## config.mk

```make
export PLATFORM = sky130hd
export DESIGN_NAME = nyq_ser_out
export DESIGN_NICKNAME = d
export VERILOG_FILES = /design/src/rtl/nyq_ser_out_pkg.sv /design/src/rtl/nyq_ser_fifo.sv /design/src/rtl/nyq_ser_out.sv
export SDC_FILE = /design/constraint.sdc
export NUM_CORES = 1
export LEC_CHECK = 0
export CORE_MARGIN = 2
export CORE_UTILIZATION = 59
export DETAILED_ROUTE_END_ITERATION = 8
export PLACE_DENSITY = 0.83
export SLEW_MARGIN = 40
export SYNTH_ARGS = -nofsm -noshare
export SYNTH_HDL_FRONTEND = slang
export SYNTH_SLANG_ARGS = --single-unit
```

## constraint.sdc

```tcl
create_clock -name Clk_CI -period 3.24 [get_ports Clk_CI]
set_clock_uncertainty 0.05 [all_clocks]
set_input_delay 0.648 -clock Clk_CI [delete_from_list [all_inputs] [get_ports Clk_CI]]
set_output_delay 0.648 -clock Clk_CI [all_outputs]
set_load 0.02 [all_outputs]
```

## src/rtl/nyq_ser_out_pkg.sv

```systemverilog
// Shared constants and FSM encoding for the Nyquist-stage serial output block.
package nyq_ser_out_pkg;

  localparam int unsigned ADDR_DIV   = 0;
  localparam int unsigned ADDR_EN    = 1;
  localparam int unsigned ADDR_SHIFT = 2;
  localparam int unsigned ADDR_CLR   = 3;

  localparam int unsigned SLOT_BITS = 24;
  localparam int unsigned BIT_CNT_W = 5;

  typedef enum logic [1:0] {
    ST_IDLE  = 2'd0,
    ST_LEFT  = 2'd1,
    ST_RIGHT = 2'd2
  } state_e;

endpackage

```

## src/rtl/nyq_ser_fifo.sv

```systemverilog
// Synchronous sample FIFO; a push on a full FIFO only lands if a pop frees a slot that cycle.
module nyq_ser_fifo #(
  parameter int unsigned WIDTH = 24,
  parameter int unsigned DEPTH = 4
) (
  input  logic                         Clk_CI,
  input  logic                         Rst_RBI,
  input  logic                         Flush_SI,
  input  logic                         Push_SI,
  input  logic                         Pop_SI,
  input  logic [WIDTH-1:0]             Data_DI,
  output logic [WIDTH-1:0]             Data_DO,
  output logic                         Full_SO,
  output logic                         Empty_SO,
  output logic [$clog2(DEPTH):0]       Count_DO
);

  localparam int unsigned AW = $clog2(DEPTH);
  localparam int unsigned CW = AW + 1;

  logic [WIDTH-1:0] mem_q [DEPTH];
  logic [AW-1:0]    wr_q, rd_q;
  logic [CW-1:0]    cnt_q;
  logic             do_push, do_pop;

  assign Full_SO  = (cnt_q == CW'(DEPTH));
  assign Empty_SO = (cnt_q == '0);
  assign Count_DO = cnt_q;
  assign Data_DO  = mem_q[rd_q];

  assign do_pop  = Pop_SI && !Empty_SO;
  assign do_push = Push_SI && (!Full_SO || do_pop);

  always_ff @(posedge Clk_CI) begin
    if (!Rst_RBI || Flush_SI) begin
      wr_q  <= '0;
      rd_q  <= '0;
      cnt_q <= '0;
    end else begin
      if (do_push) wr_q <= wr_q + AW'(1);
      if (do_pop)  rd_q <= rd_q + AW'(1);
      if (do_push && !do_pop)      cnt_q <= cnt_q + CW'(1);
      else if (do_pop && !do_push) cnt_q <= cnt_q - CW'(1);
    end
  end

  always_ff @(posedge Clk_CI) begin
    if (do_push) mem_q[wr_q] <= Data_DI;
  end

endmodule

```

## src/rtl/nyq_ser_out.sv

```systemverilog
// Mono I2S-style serializer: buffers filter samples and sends each MSB-first in both slots.
module nyq_ser_out
  import nyq_ser_out_pkg::*;
#(
  parameter int unsigned ADDR_WIDTH = 6,
  parameter int unsigned MEM_WIDTH  = 24,
  parameter int unsigned IN_WIDTH   = 24,
  parameter int unsigned FIFO_DEPTH = 4,
  parameter int unsigned DIV_WIDTH  = 8
) (
  input  logic                  Clk_CI,
  input  logic                  Rst_RBI,
  input  logic                  WrEn_SI,
  input  logic [ADDR_WIDTH-1:0] Addr_DI,
  input  logic [MEM_WIDTH-1:0]  PAR_In_DI,
  input  logic [IN_WIDTH-1:0]   SER_In_DI,
  input  logic                  SER_Valid_DI,
  output logic                  SER_Sck_DO,
  output logic                  SER_Ws_DO,
  output logic                  SER_Sd_DO,
  output logic                  SER_Empty_DO,
  output logic                  SER_Ovf_DO,
  output logic                  SER_Unf_DO
);

  localparam int unsigned CNT_W = $clog2(FIFO_DEPTH) + 1;

  logic [DIV_WIDTH-1:0] div_q;
  logic                 en_q;
  logic [2:0]           shift_q;
  logic                 ovf_q, ovf_d, unf_q, unf_d;

  state_e               state_q;
  logic [DIV_WIDTH-1:0] cnt_q;
  logic [BIT_CNT_W-1:0] bit_q;
  logic                 sck_q, ws_q, sd_q;
  logic [IN_WIDTH-1:0]  sh_q, cpy_q;

  logic                 wr_div, wr_en, wr_shift, wr_clr;
  logic signed [IN_WIDTH-1:0] in_s;
  logic [IN_WIDTH-1:0]  push_data, fifo_dout, load_word;
  logic                 push, pop, flush, load, shift_ev, last_bit, slot_end;
  logic                 fifo_full, fifo_empty;
  logic [CNT_W-1:0]     fifo_cnt;
  logic                 unused_par;

  assign wr_div   = WrEn_SI && (Addr_DI == ADDR_WIDTH'(ADDR_DIV));
  assign wr_en    = WrEn_SI && (Addr_DI == ADDR_WIDTH'(ADDR_EN));
  assign wr_shift = WrEn_SI && (Addr_DI == ADDR_WIDTH'(ADDR_SHIFT));
  assign wr_clr   = WrEn_SI && (Addr_DI == ADDR_WIDTH'(ADDR_CLR));
  assign unused_par = ^PAR_In_DI[MEM_WIDTH-1:DIV_WIDTH];

  assign in_s      = SER_In_DI;
  assign push_data = in_s >>> shift_q;
  assign push      = SER_Valid_DI && en_q;

  // A shift event is the 1->0 SCK toggle; the 24th one closes the current slot.
  assign shift_ev = (state_q != ST_IDLE) && (cnt_q == div_q) && sck_q;
  assign last_bit = (bit_q == BIT_CNT_W'(SLOT_BITS - 1));
  assign slot_end = shift_ev && last_bit && (state_q == ST_RIGHT);
  assign load     = en_q && ((state_q == ST_IDLE) || slot_end);
  assign flush    = slot_end && !en_q;
  assign pop      = load && !fifo_empty;
  assign load_word = fifo_empty ? '0 : fifo_dout;

  nyq_ser_fifo #(
    .WIDTH (IN_WIDTH),
    .DEPTH (FIFO_DEPTH)
  ) u_fifo (
    .Clk_CI   (Clk_CI),
    .Rst_RBI  (Rst_RBI),
    .Flush_SI (flush),
    .Push_SI  (push),
    .Pop_SI   (pop),
    .Data_DI  (push_data),
    .Data_DO  (fifo_dout),
    .Full_SO  (fifo_full),
    .Empty_SO (fifo_empty),
    .Count_DO (fifo_cnt)
  );

  always_comb begin
    ovf_d = ovf_q;
    unf_d = unf_q;
    if (push && fifo_full && !pop) ovf_d = 1'b1;
    if (load && fifo_empty)        unf_d = 1'b1;
    if (wr_clr) begin
      ovf_d = 1'b0;
      unf_d = 1'b0;
    end
  end

  always_ff @(posedge Clk_CI) begin
    if (!Rst_RBI) begin
      div_q   <= '0;
      en_q    <= 1'b0;
      shift_q <= '0;
      ovf_q   <= 1'b0;
      unf_q   <= 1'b0;
    end else begin
      if (wr_div)   div_q   <= PAR_In_DI[DIV_WIDTH-1:0];
      if (wr_en)    en_q    <= PAR_In_DI[0];
      if (wr_shift) shift_q <= PAR_In_DI[2:0];
      ovf_q <= ovf_d;
      unf_q <= unf_d;
    end
  end

  always_ff @(posedge Clk_CI) begin
    if (!Rst_RBI) begin
      state_q <= ST_IDLE;
      cnt_q   <= '0;
      bit_q   <= '0;
      sck_q   <= 1'b0;
      ws_q    <= 1'b0;
      sd_q    <= 1'b0;
      sh_q    <= '0;
      cpy_q   <= '0;
    end else begin
      case (state_q)
        ST_IDLE: begin
          cnt_q <= '0;
          bit_q <= '0;
          sck_q <= 1'b0;
          ws_q  <= 1'b0;
          sd_q  <= 1'b0;
          if (en_q) begin
            state_q <= ST_LEFT;
            sh_q    <= load_word;
            cpy_q   <= load_word;
            sd_q    <= load_word[IN_WIDTH-1];
          end
        end
        default: begin
          if (cnt_q == div_q) begin
            cnt_q <= '0;
            sck_q <= ~sck_q;
          end else begin
            cnt_q <= cnt_q + DIV_WIDTH'(1);
          end
          if (shift_ev) begin
            if (!last_bit) begin
              bit_q <= bit_q + BIT_CNT_W'(1);
              sh_q  <= {sh_q[IN_WIDTH-2:0], 1'b0};
              sd_q  <= sh_q[IN_WIDTH-2];
            end else begin
              bit_q <= '0;
              if (state_q == ST_LEFT) begin
                // Right slot replays the held copy so both slots carry the same sample.
                state_q <= ST_RIGHT;
                ws_q    <= 1'b1;
                sh_q    <= cpy_q;
                sd_q    <= cpy_q[IN_WIDTH-1];
              end else if (en_q) begin
                state_q <= ST_LEFT;
                ws_q    <= 1'b0;
                sh_q    <= load_word;
                cpy_q   <= load_word;
                sd_q    <= load_word[IN_WIDTH-1];
              end else begin
                state_q <= ST_IDLE;
                ws_q    <= 1'b0;
                sd_q    <= 1'b0;
              end
            end
          end
        end
      endcase
    end
  end

  assign SER_Sck_DO   = sck_q;
  assign SER_Ws_DO    = ws_q;
  assign SER_Sd_DO    = sd_q;
  assign SER_Empty_DO = (fifo_cnt == '0);
  assign SER_Ovf_DO   = ovf_q;
  assign SER_Unf_DO   = unf_q;

endmodule

```

==> metrics.cfg, run 1 <==
[status]
outcome = complete, no violations

[min_path]
min_to = SER_Ovf_DO$_SDFFE_PP0P_
hold_depth = 2
holdCritStartpoint = SER_Ovf_DO$_SDFFE_PP0P_
min_path_type = reg2reg

[global_routing]
grt_pass1_vias = 6224
antenna_found_initial = 0
grt_max_degree = 33
grt_pass1_wl_um = 31390
overflow = 0
track_usage = 0.2497

[drt]
num_vias = 6264
drt_wl_total_um = 19150
ant_nets = 0
first_pass_iters = 7
wl_per_cell_um = 19.34
drt_iter0_drc = 658
drc_errors = 0
viasPerCell = 6.327

[clock_network]
ctsResizeCount = 0
cts_inserted_buffers = 17
post_cts_buffers = 0
cts_hold_buf = 0
clock_latency_ps = 430
clockRootBuffer = clkbuf_16
htreeDepth = 4
cts_max_path_buffers = 2
cts_tree = done
clkTransAtPathRegs_ps = 70
cts_sinks = 184

[synthesis]
synth_area_mm2 = 0.008740
yosysTopAreaCell = edfxtp_1
synth_warnings = 0
ys_ff_latch = 184
synth_xor_xnor_area_share = 0.01804
synth-simple-area-share = 0.1349
yosys.area_share.adder = 0.01231
synth_commonest_cells = edfxtp_1 (96), dfxtp_1 (88), nor2_1 (66)
synthDistinctLibCells = 60
synth_top_cell_area_share = 0.3298
yosys-top-cells-area = edfxtp_1 (33%), dfxtp_1 (20%), mux4_2 (7.0%)
synth_top_family_by_area = multiplexers
synth_edf_count = 96
synthCells = 757
synth_ff_type = edfxtp_1
yosysSeqAreaShare = 0.5314
synth.most_common_cell = edfxtp_1
synthMuxAreaShare = 0.1520
synth_area_per_cell_um2 = 11.55
syn_nets = 823
synth_compound_area_frac = 0.1141
async_flop_share = 0

[timing]
fin_crit_sh = 0.8712
setup_viol = 0
tightest_slew_ps = 834.6
slew-limit-headroom = 0.4422
holdWs_ps = 407.3
tns_ps = 0
rsz0062_at_grt = false
max_freq_mhz = 354.3
finalMaxSlewViolations = 0
period_minus_slack_ps = 2823
hold_violations = 0

[critical_path]
required_ps = 3500
rrSetupSlack_ps = 420
endpoint_kind = flop
slowest_stage = dfxtp_1
r2r-start = cnt_q[5]$_SDFF_PP0_
worstPathArrival_ps = 3090
start_kind = flop
timing.rr.end = u_fifo.Count_DO[2]$_SDFFE_PP0P_
worst_path_largest_cell_delay_ps = 410
path_class = reg2reg
r2r_cells = 11
path_common_cell = nor2_1
worstPathCellList = xor2_1 -> nor2_1 -> nand4_1 -> a31oi_2 -> ha_1 -> inv_1 -> fa_1 -> xor2_1 -> nor2_1 -> xnor2_1 -> nor2_1
crit_fanout = 4

[finish]
nets = 859
area.growth.synth_to_final_pct = 13.47
nFillCells = 1022
insertedDiodeCount = 0
drive_gt1_frac = 0.1377
postLayoutCoreUtil = 0.6849

[pwr]
p_leak_nw = 3.369
power.density_mw_per_mm2 = 460.1
ir_worst_vdd_uv = 363.1

[floorplanning]
core_area_mm2 = 0.01448
row_count = 44
io_pins = 64
die_area_mm2 = 0.01580
start_util = 0.6036
die_h_um = 125.7
die_width_um = 125.7

[place]
place.gp.congestion = 0.8642
port_buffers = 47
dp_hpwl_um = 12640

[flow_run]
maxCapViolations = 0

==> state kept, by name (all words and copies together) (netlist names), 2 cells and up, named ones only <==
signal / count
u_fifo.mem_q: 96
cpy_q: 24
sh_q: 23
cnt_q: 8
div_q: 8
bit_q: 5
shift_q: 3
u_fifo.Count_DO: 3
state_q: 2
u_fifo.rd_q: 2
u_fifo.wr_q: 2
==> worst max-delay path, delay by kind of cell (launching register included) <==
kind | cells | cell delay (ps)
buffers and inverters | 1 | 70
adders and majority gates | 2 | 590
and+or+nand+nor | 4 | 840
xor gates and xnor gates | 3 | 440
DFF | 1 | 410
AOI/OAI and AO/OA | 1 | 290
==> logic make-up after synthesis <==
| family | Yosys count |
|---|---|
| AO/OA/AOI/OAI | 151 |
| XOR/XNOR | 18 |
| adder cells (fa/ha/maj) | 8 |
| buffers and inverters | 67 |
| flip-flops | 184 |
| multiplexers | 97 |
| AND/OR/NAND/NOR | 232 |
==> cell type report <==
cell class / count / area, um2 / share of cell area
clock buffer: 18 / 429.2 / 0.04328
clock inverter: 14 / 122.6 / 0.01236
inverter: 13 / 48.80 / 0.004921
multi-input combinational: 506 / 3790 / 0.3822
sequential: 184 / 4646 / 0.4685
tap: 184 / 230.2 / 0.02321
timing repair buffer: 71 / 650.6 / 0.06561
==> cell usage in the layout, fill, tap and decap left out, types with 3 or more instances in the layout <==
cell | netlist | final
ha_1 | 7 | 7
mux4_2 | 27 | 27
xnor2_1 | 8 | 8
a22o_1 | 19 | 19
inv_6 | 0 | 4
clkdlybuf4s50_1 | 0 | 47
and3_1 | 4 | 4
clkinv_1 | 1 | 4
o211ai_1 | 4 | 4
xor2_1 | 10 | 10
nor2_1 | 66 | 66
nand3_1 | 36 | 36
nor4_1 | 3 | 3
mux2_2 | 16 | 16
buf_4 | 2 | 24
nor3_1 | 29 | 29
or2_2 | 3 | 3
mux2i_1 | 54 | 54
a21oi_1 | 43 | 43
inv_1 | 11 | 11
and2_1 | 28 | 28
nand2b_1 | 3 | 3
a211oi_1 | 20 | 20
nand4b_1 | 3 | 3
nor3b_1 | 3 | 3
o21bai_1 | 7 | 7
o21ai_0 | 41 | 41
dfxtp_1 | 88 | 87
edfxtp_1 | 96 | 96
or3_1 | 6 | 6
clkinv_4 | 0 | 3
clkbuf_16 | 0 | 17
nand4_1 | 4 | 4
nand2_1 | 33 | 32
==> worst max path at each step <==
stage | start | end | slack (ps) | depth (start not counted)
floorplan | SER_Sck_DO$_SDFFE_PP0N_ | u_fifo.Count_DO[2]$_SDFFE_PP0P_ | 580 | 10
global placement | SER_Valid_DI | u_fifo.Count_DO[2]$_SDFFE_PP0P_ | 510 | 11
detailed placement | cnt_q[5]$_SDFF_PP0_ | u_fifo.Count_DO[2]$_SDFFE_PP0P_ | 450 | 11
CTS | cnt_q[5]$_SDFF_PP0_ | u_fifo.Count_DO[2]$_SDFFE_PP0P_ | 430 | 11
global route | cnt_q[5]$_SDFF_PP0_ | u_fifo.Count_DO[2]$_SDFFE_PP0P_ | 240 | 11
finish | cnt_q[5]$_SDFF_PP0_ | u_fifo.Count_DO[2]$_SDFFE_PP0P_ | 420 | 11
==> power breakdown <==
group          switching, mW  total (mW)  internal, mW
clock                  0.881        1.94          1.06
sequential           0.00265        2.45          2.45
combinational         0.0876       0.168        0.0802
==> routing by layer <==
layer | vias up | GRT usage | routed length [um]
li1 | 2896 | - | -
met1 | 3085 | 0.3261 | 8170
met2 | 259 | 0.4184 | 9556
met3 | 24 | 0.05013 | 1178
met4 | 0 | 0.08824 | 244
met5 | - | 0 | 0
==> through the flow <==
step / instances / instance area (um2) / power (mW) / setup WS (ps)
after floorplan: 757 / 8740 / 2.585 / 582.4
after CTS: 990 / 9913 / 4.579 / 430.3
final: 990 / 9917 / 4.563 / 417.3
after global placement: 958 / 9353 / 2.663 / 506.8
after detailed placement: 958 / 9361 / 2.670 / 448.8
after global routing: 990 / 9917 / 4.686 / 241.5
Power figures use the tool's default switching activity.
==> run 2: changes to the inputs <==
--- a/config.mk
+++ b/config.mk
@@ -5,6 +5,7 @@
 export SDC_FILE = /design/constraint.sdc
 export NUM_CORES = 1
 export LEC_CHECK = 0
+export CORE_ASPECT_RATIO = 0.8
 export CORE_MARGIN = 2
 export CORE_UTILIZATION = 59
 export DETAILED_ROUTE_END_ITERATION = 8
==> run 2 against run 1 <==
Maximum frequency increased by 2.7%. Routed wire length up 2.7%. Register-to-register slack improved by 80 ps. Global-route usage up 0.87 points. Die area is essentially flat. Final cell count decreased by 0.30%. Non-clock buffer count fell by 3. Clock-buffer cell count did not move. Design area increased by 0.54%. Flip-flop and latch count unchanged. Combinational power about the same. Largest cell class unchanged. Highest routed layer unchanged.
==> metrics.cfg, run 2 (same netlist as run 1, synthesis figures left out) <==
[pwr]
p_leak_nw = 3.396
ir_worst_vdd_uv = 367.3
power.density_mw_per_mm2 = 473.3

[clock_network]
cts_inserted_buffers = 17
cts_sinks = 184
cts_tree = done
cts_hold_buf = 0
clock_latency_ps = 440
clkTransAtPathRegs_ps = 80
cts_max_path_buffers = 2
ctsResizeCount = 0
clockRootBuffer = clkbuf_16
htreeDepth = 4
post_cts_buffers = 0

[finish]
instances_no_fill = 987
post-route-cell-area_mm2 = 0.009971
insertedDiodeCount = 0
largest_register_ffs = 96
reg_top3 = u_fifo.mem_q (96), cpy_q (24), sh_q (23)
nets = 856
mostFrequentLayoutCells = edfxtp_1 (96), dfxtp_1 (87), nor2_1 (66)
area.growth.synth_to_final_pct = 14.09
layout_commonest_cell = edfxtp_1
regMostFlops = u_fifo.mem_q
drive_gt1_frac = 0.1395

[place]
dp.cells = 955
dp_hpwl_um = 12900
dpl-instance-area_mm2 = 0.009331
place.gp.congestion = 0.8717
port_buffers = 47
dp_slack_ps = 504.7

[drt]
drc_errors = 0
ant_nets = 0
drt_iter0_drc = 763
drt_wl_total_um = 19660
wl_per_cell_um = 19.92
num_vias = 6319
first_pass_iters = 5
viasPerCell = 6.402

[critical_path]
r2r_cells = 11
endpoint_kind = primary output
rrSetupSlack_ps = 500
worstPathArrival_ps = 2050
start_kind = flop
crit_fanout = 6
path_class = reg2out
required_ps = 2540

[timing]
hold_violations = 0
max_freq_mhz = 363.7
setup_slack_ps = 490.7
setup_viol = 0
tightest_slew_ps = 860.4
slew-limit-headroom = 0.4250
period_minus_slack_ps = 2749
fin_crit_sh = 0.8485
rsz0062_at_grt = false
finalMaxSlewViolations = 0
holdWs_ps = 402.3
tns_ps = 0

[global_routing]
track_usage = 0.2584
grt_pass1_wl_um = 31660
grt_pass1_vias = 6021
overflow = 0
antenna_found_initial = 0
grt_max_degree = 31

[flow_run]
maxCapViolations = 0

[floorplanning]
io_pins = 64
die_h_um = 112.9
core_area_mm2 = 0.01440
row_count = 39
die_width_um = 140.1
die_area_mm2 = 0.01581
start_util = 0.6071

[status]
outcome = complete, no violations

[min_path]
min_path_type = reg2reg
hold_depth = 2

run 2: cell type report:
class,instances,area [um2]
timing repair buffer,68,628.1
tap,184,230.2
fill,978,4424
clock buffer,18,450.4
sequential,184,4646
multi-input combinational,506,3795
clock inverter,14,172.7
inverter,13,48.80
run 2: where the power goes:
| group | internal (mW) | switching (mW) | leakage [nW] |
|---|---|---|---|
| registers | 2.45 | 0.00284 | 1.57 |
| logic | 0.0802 | 0.0893 | 1.52 |
| clock network | 1.09 | 1.01 | 0.303 |
| total | 3.62 | 1.10 | 3.40 |
run 2: routing by layer:
layer | share of wire | global-route usage | wire, um | vias up
met2 | 0.47 | 0.4020 | 9260 | 329
li1 | - | - | - | 2902
met1 | 0.44 | 0.3656 | 8586 | 3059
met5 | 0 | 0 | 0 | -
met3 | 0.081 | 0.05798 | 1594 | 29
met4 | 0.011 | 0.08620 | 221 | 0
run 2: path summary, 6_finish.rpt:
kind,to,start
max reg2reg,u_fifo.Count_DO[2]$_SDFFE_PP0P_,cnt_q[5]$_SDFF_PP0_
max,SER_Empty_DO,u_fifo.Count_DO[0]$_SDFFE_PP0P_
min reg2reg,SER_Ovf_DO$_SDFFE_PP0P_,SER_Ovf_DO$_SDFFE_PP0P_
min,SER_Ovf_DO$_SDFFE_PP0P_,SER_Ovf_DO$_SDFFE_PP0P_
run 2: worst max-delay path, stage by stage, from the launching register on:
cell and delay (ps):
dfxtp_1 370, or3_1 510, inv_1 110, clkdlybuf4s50_1 610
run 2: stage by stage:
step                total power, mW    util
detailed placement            2.670  0.6482
global placement              2.663  0.6482
CTS                           4.739  0.6915
floorplan                     2.585       -
global route                  4.854  0.6927
finish                        4.719  0.6927
